File: src/rtl/counter_sequencer_pkg.sv
// Shared definitions for the counter sequencer: FSM state encoding and the
// widths of the external parallel-load counter and the period counter.
package counter_sequencer_pkg;

  localparam int unsigned CTR_W  = 4;
  localparam int unsigned PCNT_W = 8;

  typedef enum logic [2:0] {
    S_IDLE,
    S_LOAD,
    S_RUN,
    S_PAUSE,
    S_DONE,
    S_CLEAR
  } state_t;

endpackage

File: src/rtl/increment_prescaler.sv
// Prescaler for the counter increment strobe.
// Counts 0..PRESCALE-1 while not held; tick is high while the count sits at
// PRESCALE-1.
//   clk   : system clock
//   reset : synchronous active-high reset, zeroes the count
//   clear : synchronous clear, zeroes the count
//   hold  : freeze the count at its current value
//   tick  : count equals PRESCALE-1
module increment_prescaler #(
  parameter int unsigned PRESCALE = 1
) (
  input  logic clk,
  input  logic reset,
  input  logic clear,
  input  logic hold,
  output logic tick
);

  localparam logic [3:0] LAST = 4'(PRESCALE - 1);

  logic [3:0] cnt;

  always_ff @(posedge clk) begin
    if (reset || clear) begin
      cnt <= '0;
    end else if (!hold) begin
      cnt <= (cnt == LAST) ? '0 : cnt + 4'd1;
    end
  end

  assign tick = (cnt == LAST);

endmodule

File: src/rtl/counter_sequencer.sv
// Sequencer driving an external 4-bit parallel-load counter through
// clear/load/increment strobes. Runs one-shot or auto-reload count periods
// from a latched reload value, with pause, abort and a period counter.
//   clk, reset          : system clock, synchronous active-high reset
//   start, stop, pause  : run control (start sampled in IDLE only)
//   mode_periodic       : 0 one-shot, 1 auto-reload (latched on start)
//   reload_value        : counter start value (latched on start)
//   ctr_clear/load/increment, ctr_I : counter control strobes and load data
//   ctr_A, ctr_carry    : counter value and carry
//   busy, expire, done  : status; expire/done are one-cycle pulses
//   period_count        : expire pulses since the last accepted start
module counter_sequencer
  import counter_sequencer_pkg::*;
#(
  parameter int unsigned PRESCALE = 1
) (
  input  logic              clk,
  input  logic              reset,
  input  logic              start,
  input  logic              stop,
  input  logic              pause,
  input  logic              mode_periodic,
  input  logic [CTR_W-1:0]  reload_value,
  output logic              ctr_clear,
  output logic              ctr_load,
  output logic              ctr_increment,
  output logic [CTR_W-1:0]  ctr_I,
  input  logic [CTR_W-1:0]  ctr_A,
  input  logic              ctr_carry,
  output logic              busy,
  output logic              expire,
  output logic              done,
  output logic [PCNT_W-1:0] period_count
);

  state_t              state;
  logic [CTR_W-1:0]    reload_q;
  logic                mode_q;
  logic                expire_q;
  logic [PCNT_W-1:0]   pcount_q;
  logic                tick;
  logic                run_tick;
  logic                terminal;

  increment_prescaler #(.PRESCALE(PRESCALE)) u_prescaler (
    .clk   (clk),
    .reset (reset),
    .clear (state == S_LOAD || state == S_IDLE),
    .hold  (state != S_RUN),
    .tick  (tick)
  );

  assign run_tick = (state == S_RUN) && tick;
  // Carry is cross-checked against the counter value so a stray carry
  // cannot end a period early.
  assign terminal = run_tick && ctr_carry && (ctr_A == '1);

  always_ff @(posedge clk) begin
    if (reset) begin
      state    <= S_IDLE;
      reload_q <= '0;
      mode_q   <= 1'b0;
      expire_q <= 1'b0;
      pcount_q <= '0;
    end else begin
      expire_q <= 1'b0;
      unique case (state)
        S_IDLE: begin
          if (start && !stop) begin
            reload_q <= reload_value;
            mode_q   <= mode_periodic;
            pcount_q <= '0;
            state    <= S_LOAD;
          end
        end
        S_LOAD: state <= stop ? S_CLEAR : S_RUN;
        S_RUN: begin
          // stop beats terminal beats pause; a pause coincident with the
          // terminal event is honoured in the next RUN cycle.
          if (stop) begin
            state <= S_CLEAR;
          end else if (terminal) begin
            expire_q <= 1'b1;
            pcount_q <= pcount_q + PCNT_W'(1);
            state    <= mode_q ? S_LOAD : S_DONE;
          end else if (pause) begin
            state <= S_PAUSE;
          end
        end
        S_PAUSE: begin
          if (stop) begin
            state <= S_CLEAR;
          end else if (!pause) begin
            state <= S_RUN;
          end
        end
        S_DONE:  state <= stop ? S_CLEAR : S_IDLE;
        S_CLEAR: state <= S_IDLE;
        default: state <= S_IDLE;
      endcase
    end
  end

  // Decoded outputs are forced inactive while reset is high so the counter
  // never sees a stale load/increment alongside the reset clear.
  always_comb begin
    ctr_clear     = reset || (state == S_CLEAR);
    ctr_load      = 1'b0;
    ctr_increment = 1'b0;
    ctr_I         = '0;
    busy          = 1'b0;
    expire        = 1'b0;
    done          = 1'b0;
    if (!reset) begin
      ctr_load      = (state == S_LOAD);
      ctr_increment = run_tick;
      ctr_I         = (state == S_LOAD) ? reload_q : '0;
      busy          = (state != S_IDLE);
      expire        = expire_q;
      done          = (state == S_DONE);
    end
  end

  assign period_count = pcount_q;

endmodule

File: config.mk
export PLATFORM = sky130hd
export DESIGN_NAME = counter_sequencer
export DESIGN_NICKNAME = d
export VERILOG_FILES = /design/src/rtl/counter_sequencer_pkg.sv /design/src/rtl/increment_prescaler.sv /design/src/rtl/counter_sequencer.sv
export SDC_FILE = /design/constraint.sdc
export NUM_CORES = 1
export LEC_CHECK = 0
export CAP_MARGIN = 20
export CELL_PAD_IN_SITES_DETAIL_PLACEMENT = 0
export CELL_PAD_IN_SITES_GLOBAL_PLACEMENT = 1
export CORE_AREA = 2 2 61 63
export CTS_BUF_LIST = sky130_fd_sc_hd__clkbuf_8
export DETAILED_ROUTE_END_ITERATION = 6
export DIE_AREA = 0 0 63 65
export PLACE_DENSITY = 0.89
export SLEW_MARGIN = 20
export SYNTH_ARGS = -nofsm -noshare
export SYNTH_HDL_FRONTEND = slang
export SYNTH_SLANG_ARGS = --single-unit
File: constraint.sdc
create_clock -name clk -period 2.4 [get_ports clk]
set_input_delay 0.36 -clock clk [delete_from_list [all_inputs] [get_ports clk]]
set_output_delay 0.36 -clock clk [all_outputs]
set_load 0.005 [all_outputs]
# --- Word level (Yosys, flattened, before mapping) ---
# Index checks and enable logic that the tools add are counted.
word_totals:
  regBits: 21
  input_bits: 15
  output_inout_bits: 18
  elab_cells: 60
classes:
  addsub: 2
  eq_ne: 12
  muxes: 23
  n_bitwise: 1
  n_reduce_logical: 16
op_table:
  columns: ["operator", "n"]
  rows:
  - ["two-way mux 3 bit", 9]
  - ["two-way mux 8 bit", 3]
  - ["case mux 8 bit (2 select lines)", 1]
  - ["case mux 3 bit (5 select lines)", 1]
  - ["two-way mux 4 bit", 3]
  - ["adder 8 x 1 -> 8 bit, second input constant", 1]
  - ["equality test 3 x 2 -> 1 bit, second input constant", 2]
  - ["equality test 3 bit, second input constant", 2]
  - ["two-way mux 1 bit", 6]
  - ["adder 4 x 1 -> 4 bit, second input constant", 1]
  - ["equality test 4 bit, second input constant", 1]
  - ["logical AND 1 bit", 4]
  - ["logical NOT 4 bit", 1]
  - ["!= test 2 bit, second input constant", 2]
  - ["!= test 4 bit, second input constant", 1]
  - ["AND reduction 4 bit", 1]
  - ["equality test 3 x 1 -> 1 bit, second input constant", 1]
  - ["logical NOT 3 bit", 1]
  - ["logical OR 1 bit", 3]
  - ["!= test 3 x 2 -> 1 bit, second input constant", 1]
  - ["!= test 3 bit, second input constant", 1]
  - ["AND reduction 3 bit", 1]
  - ["nonzero test 3 bit", 1]
  - ["OR reduction 3 bit", 1]
  - ["other kinds (5)", 5]

# --- Logic depth before layout (Yosys ltp) ---
# Gate-level depths: netlist of run 1.
logic_depth:
  depth_word: 7
  depth_mapped: 7
  depth_no_buf: 6

# --- Hierarchy ---
# From an unflattened synthesis of run 1, not the netlist that was laid out.
unflattened:
  cells_unflattened: 141
  hier_area_um2: 1162.4
by_module_without_submodules:
  columns: ["module", "n_inst", "cells_each", "area_per_inst_um2", "seq_area_each_um2"]
  rows:
  - ["counter_sequencer", 1, 120, 957.2, 340.3]
  - ["increment_prescaler", 1, 21, 205.2, 80.1]

# --- Worst setup path before layout of run 1 ---
# No wires, ideal clock.
synth_path:
  path_type: "reg2out"
  startpoint: "register state[0]"
  endpoint: "output ctr_I[0]"
  t_arrival_ps: 1311
  t_required_ps: 2040
  path_slack_ps: 729
  stages_incl_launch_ff: 4
  n_path_buf: 1
  cell_sequence: "dfxtp_1 -> buf_2 -> nor4b_1 -> and2_1"
synth_between:
  elab_chain_cells: 3
synth_rtl:
  columns: ["item", "line", "source"]
  rows:
  - ["from (decl)", "counter_sequencer.sv:36", "state_t state;"]
  - ["from (signal assigned)", "counter_sequencer.sv:76", "S_LOAD: state <= stop ? S_CLEAR : S_RUN;"]
  - ["from (signal assigned)", "counter_sequencer.sv:85", "state <= mode_q ? S_LOAD : S_DONE;"]
  - ["from (signal assigned)", "counter_sequencer.sv:97", "S_DONE: state <= stop ? S_CLEAR : S_IDLE;"]
  - ["equality test 3 x 1 -> 1 bit", "counter_sequencer.sv:117", "ctr_I = (state == S_LOAD) ? reload_q : '0;"]
  - ["two-way mux 4 bit", "counter_sequencer.sv:117", null]
  - ["two-way mux 4 bit", "counter_sequencer.sv:114", "if (!reset) begin"]
  - ["to (decl)", "counter_sequencer.sv:27", "output logic [CTR_W-1:0] ctr_I,"]
# Every way passes these cells.

# --- Worst setup path after layout of run 1 ---
layout_path:
  startpoint: "input reset"
  endpoint: "output ctr_I[1]"
layout_between:
  elab_chain_cells: 1
layout_rtl:
  columns: ["item", "line", "source"]
  rows:
  - ["from (decl)", "counter_sequencer.sv:18", "input logic reset,"]
  - ["two-way mux 4 bit", "counter_sequencer.sv:114", null]
# Every way passes these cells.

==> flow_summary.ini, run 1 <==
[run_status]
status = finished clean

[clock_tree]
clk_latency_ns = 0.26
cts_root_buffer = clkbuf_8
clock_path_buffers = 2
cts_num_sinks = 21
cts.clk_slew.worst_paths_ns = 0.07
cts_tree = done
holdBufCountCts = 0
cts_buffers = 3
htree_levels = 1
post_cts_buffers = 0

[floorplan]
rows = 22
die_area_um2 = 4100
start_util_pct = 33.2
fp.coreArea_um2 = 3500
die_w_um = 63
pin_count = 33
die_h_um = 65

[setup_path]
startpoint_type = input pin
cp.arrival_ns = 1.90
cp.required_ns = 2.04
ff2ff_path_depth = 4
cpMostUsedCell = clkdlybuf4s50_1
setup.worst_path.end_class = output port
critPathMaxFanout = 5
max_stage_delay_ns = 0.50
cp_slowest_cell = clkdlybuf4s50_1
ff2ff_setup_slack_ns = 0.46
r2r_start = state[1]
crit_chain = clkdlybuf4s50_1 -> nor4b_1 -> buf_4 -> and2_1 -> clkdlybuf4s50_1
rr_endpoint = period_count[7]
worst-setup-path-type = input pin to output port

[logic_synthesis]
synth_top_cell_by_area = dfxtp_1
yosysWarnings = 0
syn-num-nets = 158
synth_area_leaders = dfxtp_1 (36%), a21oi_1 (6.0%), nand2_1 (3.9%)
synthSimpleGateAreaFrac_pct = 31.0
synth_ff_type = dfxtp_1
postSynthAreaPerCell_um2 = 8.30
ys_types = 42
synthCells = 140
synth_commonest_cells = dfxtp_1 (21), a21oi_1 (14), nand2_1 (12)
synthArstFlopShare_pct = 0
netlist_area_um2 = 1160
post-synth-top-count-cell = dfxtp_1
synth_seq_area_share_pct = 36.2
synth_compound_area_share_pct = 20.8
synthMuxAreaShare_pct = 1.72
synth_xor_area_share_pct = 2.26
synthAdderAreaFrac_pct = 3.23
synth_top_family_by_area = simple AND/OR/NAND/NOR gates
yosys_register_bits = 21
yosysTopAreaCellShare_pct = 36.2
synth-edff-count = 0

[cells_and_area]
syn_to_final_growth_pct = 38.1
drive_above_1_share_pct = 9.20
fin_nets = 193
fin_area_um2 = 1610
multiInputGateArea_um2 = 691
post-route-util_pct = 45.9
regArea_um2 = 422
n_antenna_cell = 0
n_fill_cell = 366
instances_no_fill = 222

[detailed_routing]
drt_pass1_iterations = 4
antenna_left = 0
route.detailed.drc = 0
drtIter0Drc = 40
num_vias = 1149
wirelength_um = 2970
avgRoutedWirePerCell_um = 13.4
routed_via_density = 5.18

[worst_hold_path]
min_delay_path_depth = 2
min_from = reload_q[2]
worstHoldPathType = flip-flop to flip-flop
whs_endpoint = reload_q[2]

[power]
leakagePower_uw = 0.000538
power.density_nw_per_um2 = 532
ir_worst_vdd_mv = 0.255

[place]
post_dp_cell_area_um2 = 1550
port_buffers = 32
gp_routability_congestion = 0.778
place_inst = 218
place_hpwl_um = 2240

[timing]
setup_viol_count_final = 0
timing.hold.ws_ns = 0.464
finalSetupTns_ns = 0
fmax_mhz = 443
hold_violations = 0
min_period_ns = 2.26
tightest_slew_ns = 0.837
skew_ns = 0.00169
rsz0062_at_grt = false
finalCritPeriodShare_pct = 94.0
maxSlewHeadroom_pct = 43.8
slew_viol_final = 0

[flow_run]
maxCapViolations = 0

[global_route]
track_usage_pct = 15.4
grt_pass1_vias = 1062
grt_max_degree = 22
grt_overflow = 0
antenna_found_initial = 0
grt_first_pass_wirelength_um = 5020
## cells in the final DEF (no fill, tap or decap), types with 6 or more instances in the layout
| master | netlist | final |
|---|---|---|
| clkdlybuf4s50_1 | 0 | 32 |
| nand3_1 | 8 | 8 |
| nand2_1 | 12 | 12 |
| nor2_1 | 11 | 11 |
| dfxtp_1 | 21 | 20 |
| buf_4 | 0 | 6 |
| a21oi_1 | 14 | 14 |
| inv_1 | 6 | 7 |
## metrics by stage
step	setup WS (ns)	total power, µW
floorplan	0.729	533
global placement	0.232	618
detailed placement	0.189	625
CTS	0.123	861
global route	0.0444	901
finish	0.143	854
## where the power goes
| group | total (µW) | switching, µW | internal [µW] |
|---|---|---|---|
| clock network | 230 | 116 | 114 |
| logic | 229 | 117 | 112 |
| registers | 395 | 29.4 | 365 |
| total | 854 | 262 | 591 |
## sequential cells by signal (all words and copies together) (netlist names)
name and cells:
state 3, mode_q 1, reload_q 4, expire_q 1, period_count 8, u_prescaler.cnt 4
## how the worst max path moves through the flow
stage	startpoint	to	slack (ns)	depth (start not counted)
final	reset	ctr_I[1]	0.14	5
after floorplan	state[0]	ctr_I[0]	0.73	3
after global routing	state[1]	ctr_I[0]	0.04	4
after detailed placement	reset	ctr_I[1]	0.19	5
after global placement	reset	ctr_I[1]	0.23	5
after CTS	state[0]	ctr_I[1]	0.12	4
## what timing repair did
action | in CTS | in global routing
cloned | 0 | 0
gates resized for setup | 1 | 1
setup endpoints to repair | 1 | 3
## worst max-delay path, delay by kind of cell
family,cells,cell delay [ns]
buffers and inverters,3,1.11
and+or+nand+nor,2,0.43
## logic make-up (layout without fill, tap and decap cells)
family	Yosys count	in the layout
AND/OR/NAND/NOR	62	62
buffers and inverters	14	48
multiplexers	2	2
AO/OA/AOI/OAI	35	35
adder cells (fa/ha/maj)	3	3
XOR/XNOR	3	3
flip-flops	21	21
## per-layer routing
metal | vias to the layer above | track usage, % | routed length, µm
li1 | 581 | - | -
met3 | 3 | 3.65 | 163
met1 | 532 | 20.2 | 1370
met5 | - | 0 | 0
met4 | 0 | 5.83 | 40
met2 | 33 | 24.5 | 1400
## final cells by class
type / count / area share (%)
clock buffer: 3 / 2.57
clock inverter: 1 / 0.234
inverter: 6 / 1.40
multi-input combinational: 105 / 43.0
sequential: 21 / 26.3
tap: 48 / 3.74
timing repair buffer: 38 / 22.8
(Power assumes the default switching activity.)
==> run 2: changes to the inputs <==
- CORE_AREA: 2 2 61 63 -> 2 2 54 56
- DIE_AREA: 0 0 63 65 -> 0 0 56 58
- DONT_BUFFER_PORTS: not set -> 1
- HOLD_SLACK_MARGIN: not set -> 0.03
- PLACE_DENSITY: 0.89 -> 0.87
- SKIP_LAST_GASP: not set -> 1
==> flow_summary.ini, run 2 (synthesized netlist as in run 1, its figures left out) <==
[timing]
rsz0062_at_grt = false
min_period_ns = 2.06
finalCritPeriodShare_pct = 85.7
fmax_mhz = 486
timing.hold.ws_ns = 0.150
skew_ns = 0.00401
tightest_slew_ns = 0.832
slew_viol_final = 0
hold_violations = 0
maxSlewHeadroom_pct = 44.1
finalSetupTns_ns = 0
setup_viol_count_final = 0

[detailed_routing]
num_vias = 1002
routed_via_density = 5.93
route.detailed.drc = 0
drtIter0Drc = 20
antenna_left = 0
avgRoutedWirePerCell_um = 14.7
drt_pass1_iterations = 4
wirelength_um = 2490

[cells_and_area]
layout_commonest_cell = dfxtp_1
syn_to_final_growth_pct = 5.71
largest_register_ffs = 8
drive_above_1_share_pct = 7.97
post-route-util_pct = 46.1
final_cell_mix = dfxtp_1 (21), a21oi_1 (14), nand2_1 (12)
n_antenna_cell = 0
fin_area_um2 = 1230
fin_nets = 157
instances_no_fill = 169

[clock_tree]
clk_latency_ns = 0.26
clock_path_buffers = 2
post_cts_resized = 0
holdBufCountCts = 0
cts.clk_slew.worst_paths_ns = 0.08
cts_root_buffer = clkbuf_8
post_cts_buffers = 0
cts_num_sinks = 21
htree_levels = 1
cts_tree = done
cts_buffers = 3

[floorplan]
pin_count = 33
die_w_um = 56
die_area_um2 = 3250
die_h_um = 58
start_util_pct = 43.7
fp.coreArea_um2 = 2660
rows = 19

[setup_path]
setup.worst_path.end_class = flip-flop
cp.arrival_ns = 2.26
worst-setup-path-type = flip-flop to flip-flop
cp_slowest_cell = or4_1
max_stage_delay_ns = 0.56
crit_chain = nor3b_4 -> nand4_4 -> or4_1 -> a21oi_1
cp.required_ns = 2.60
critical_path.top_delay_family = simple AND/OR/NAND/NOR gates
startpoint_type = flip-flop
path_buf_inv = 0
critPathMaxFanout = 17

[worst_hold_path]
worstHoldPathType = input pin to flip-flop

[flow_run]
maxCapViolations = 0

[global_route]
grt_first_pass_wirelength_um = 4170
grt_max_degree = 23
grt_overflow = 0
antenna_found_initial = 0
grt_pass1_vias = 918
track_usage_pct = 16.2

[power]
ir_worst_vdd_mv = 0.372
power.density_nw_per_um2 = 649
leakagePower_uw = 0.000398

[run_status]
status = finished clean

[place]
port_buffers = 0
place_inst = 165
post_dp_cell_area_um2 = 1180
place_hpwl_um = 1820
gp_routability_congestion = 0.715
-- run 2: cell count changes in the layout (fill, tap and decap cells not counted), sizes merged --
cell           delta
clkdlybuf4s50    -32
buf               -4
clkinv            +1
inv               -1
-- run 2: worst paths after layout --
| kind | startpoint | end | slack, ns | depth (start not counted) |
|---|---|---|---|---|
| setup / recovery | state[1] | period_count[4] | 0.34 | 4 |
| hold / removal | reset | reload_q[1] | 0.15 | 1 |
| setup reg to reg | state[1] | period_count[4] | 0.34 | 4 |
| hold reg to reg | reload_q[1] | reload_q[1] | 0.45 | 2 |
-- run 2: worst reg2reg max path, delay by kind of cell, from the launching register on --
kind | cells | cell delay, ns
and+or+nand+nor | 3 | 1.33
DFF | 1 | 0.52
AOI/OAI and AO/OA | 1 | 0.15
-- run 2: where the power goes --
group	leakage, µW	switching, µW	internal (µW)
combinational	0.000202	92.2	69.4
clock	0.0000255	120	116
sequential	0.000170	36.7	364
-- run 2: layout make-up --
cell class | count | area, µm²
flip-flops and latches | 21 | 420
clock inverters | 1 | 5.00
repair buffers | 2 | 15.0
multi-input cells | 105 | 686
inverters | 6 | 22.5
clock buffers | 3 | 41.3
fillers | 263 | 1430
well taps | 31 | 38.8
-- run 2: layer usage --
layer | track usage, % | vias to the layer above | part of all wire [%]
met5 | 0 | - | 0
met3 | 3.79 | 4 | 7.6
met2 | 26.4 | 38 | 46
li1 | - | 512 | -
met1 | 20.5 | 448 | 45
met4 | 7.14 | 0 | 1.5
-- run 2: metrics by stage --
stage / total power, µW / setup WS (ns)
after floorplan: 533 / 0.729
after global routing: 844 / 0.140
after detailed placement: 568 / 0.360
final: 798 / 0.342
after CTS: 806 / 0.339
after global placement: 561 / 0.425
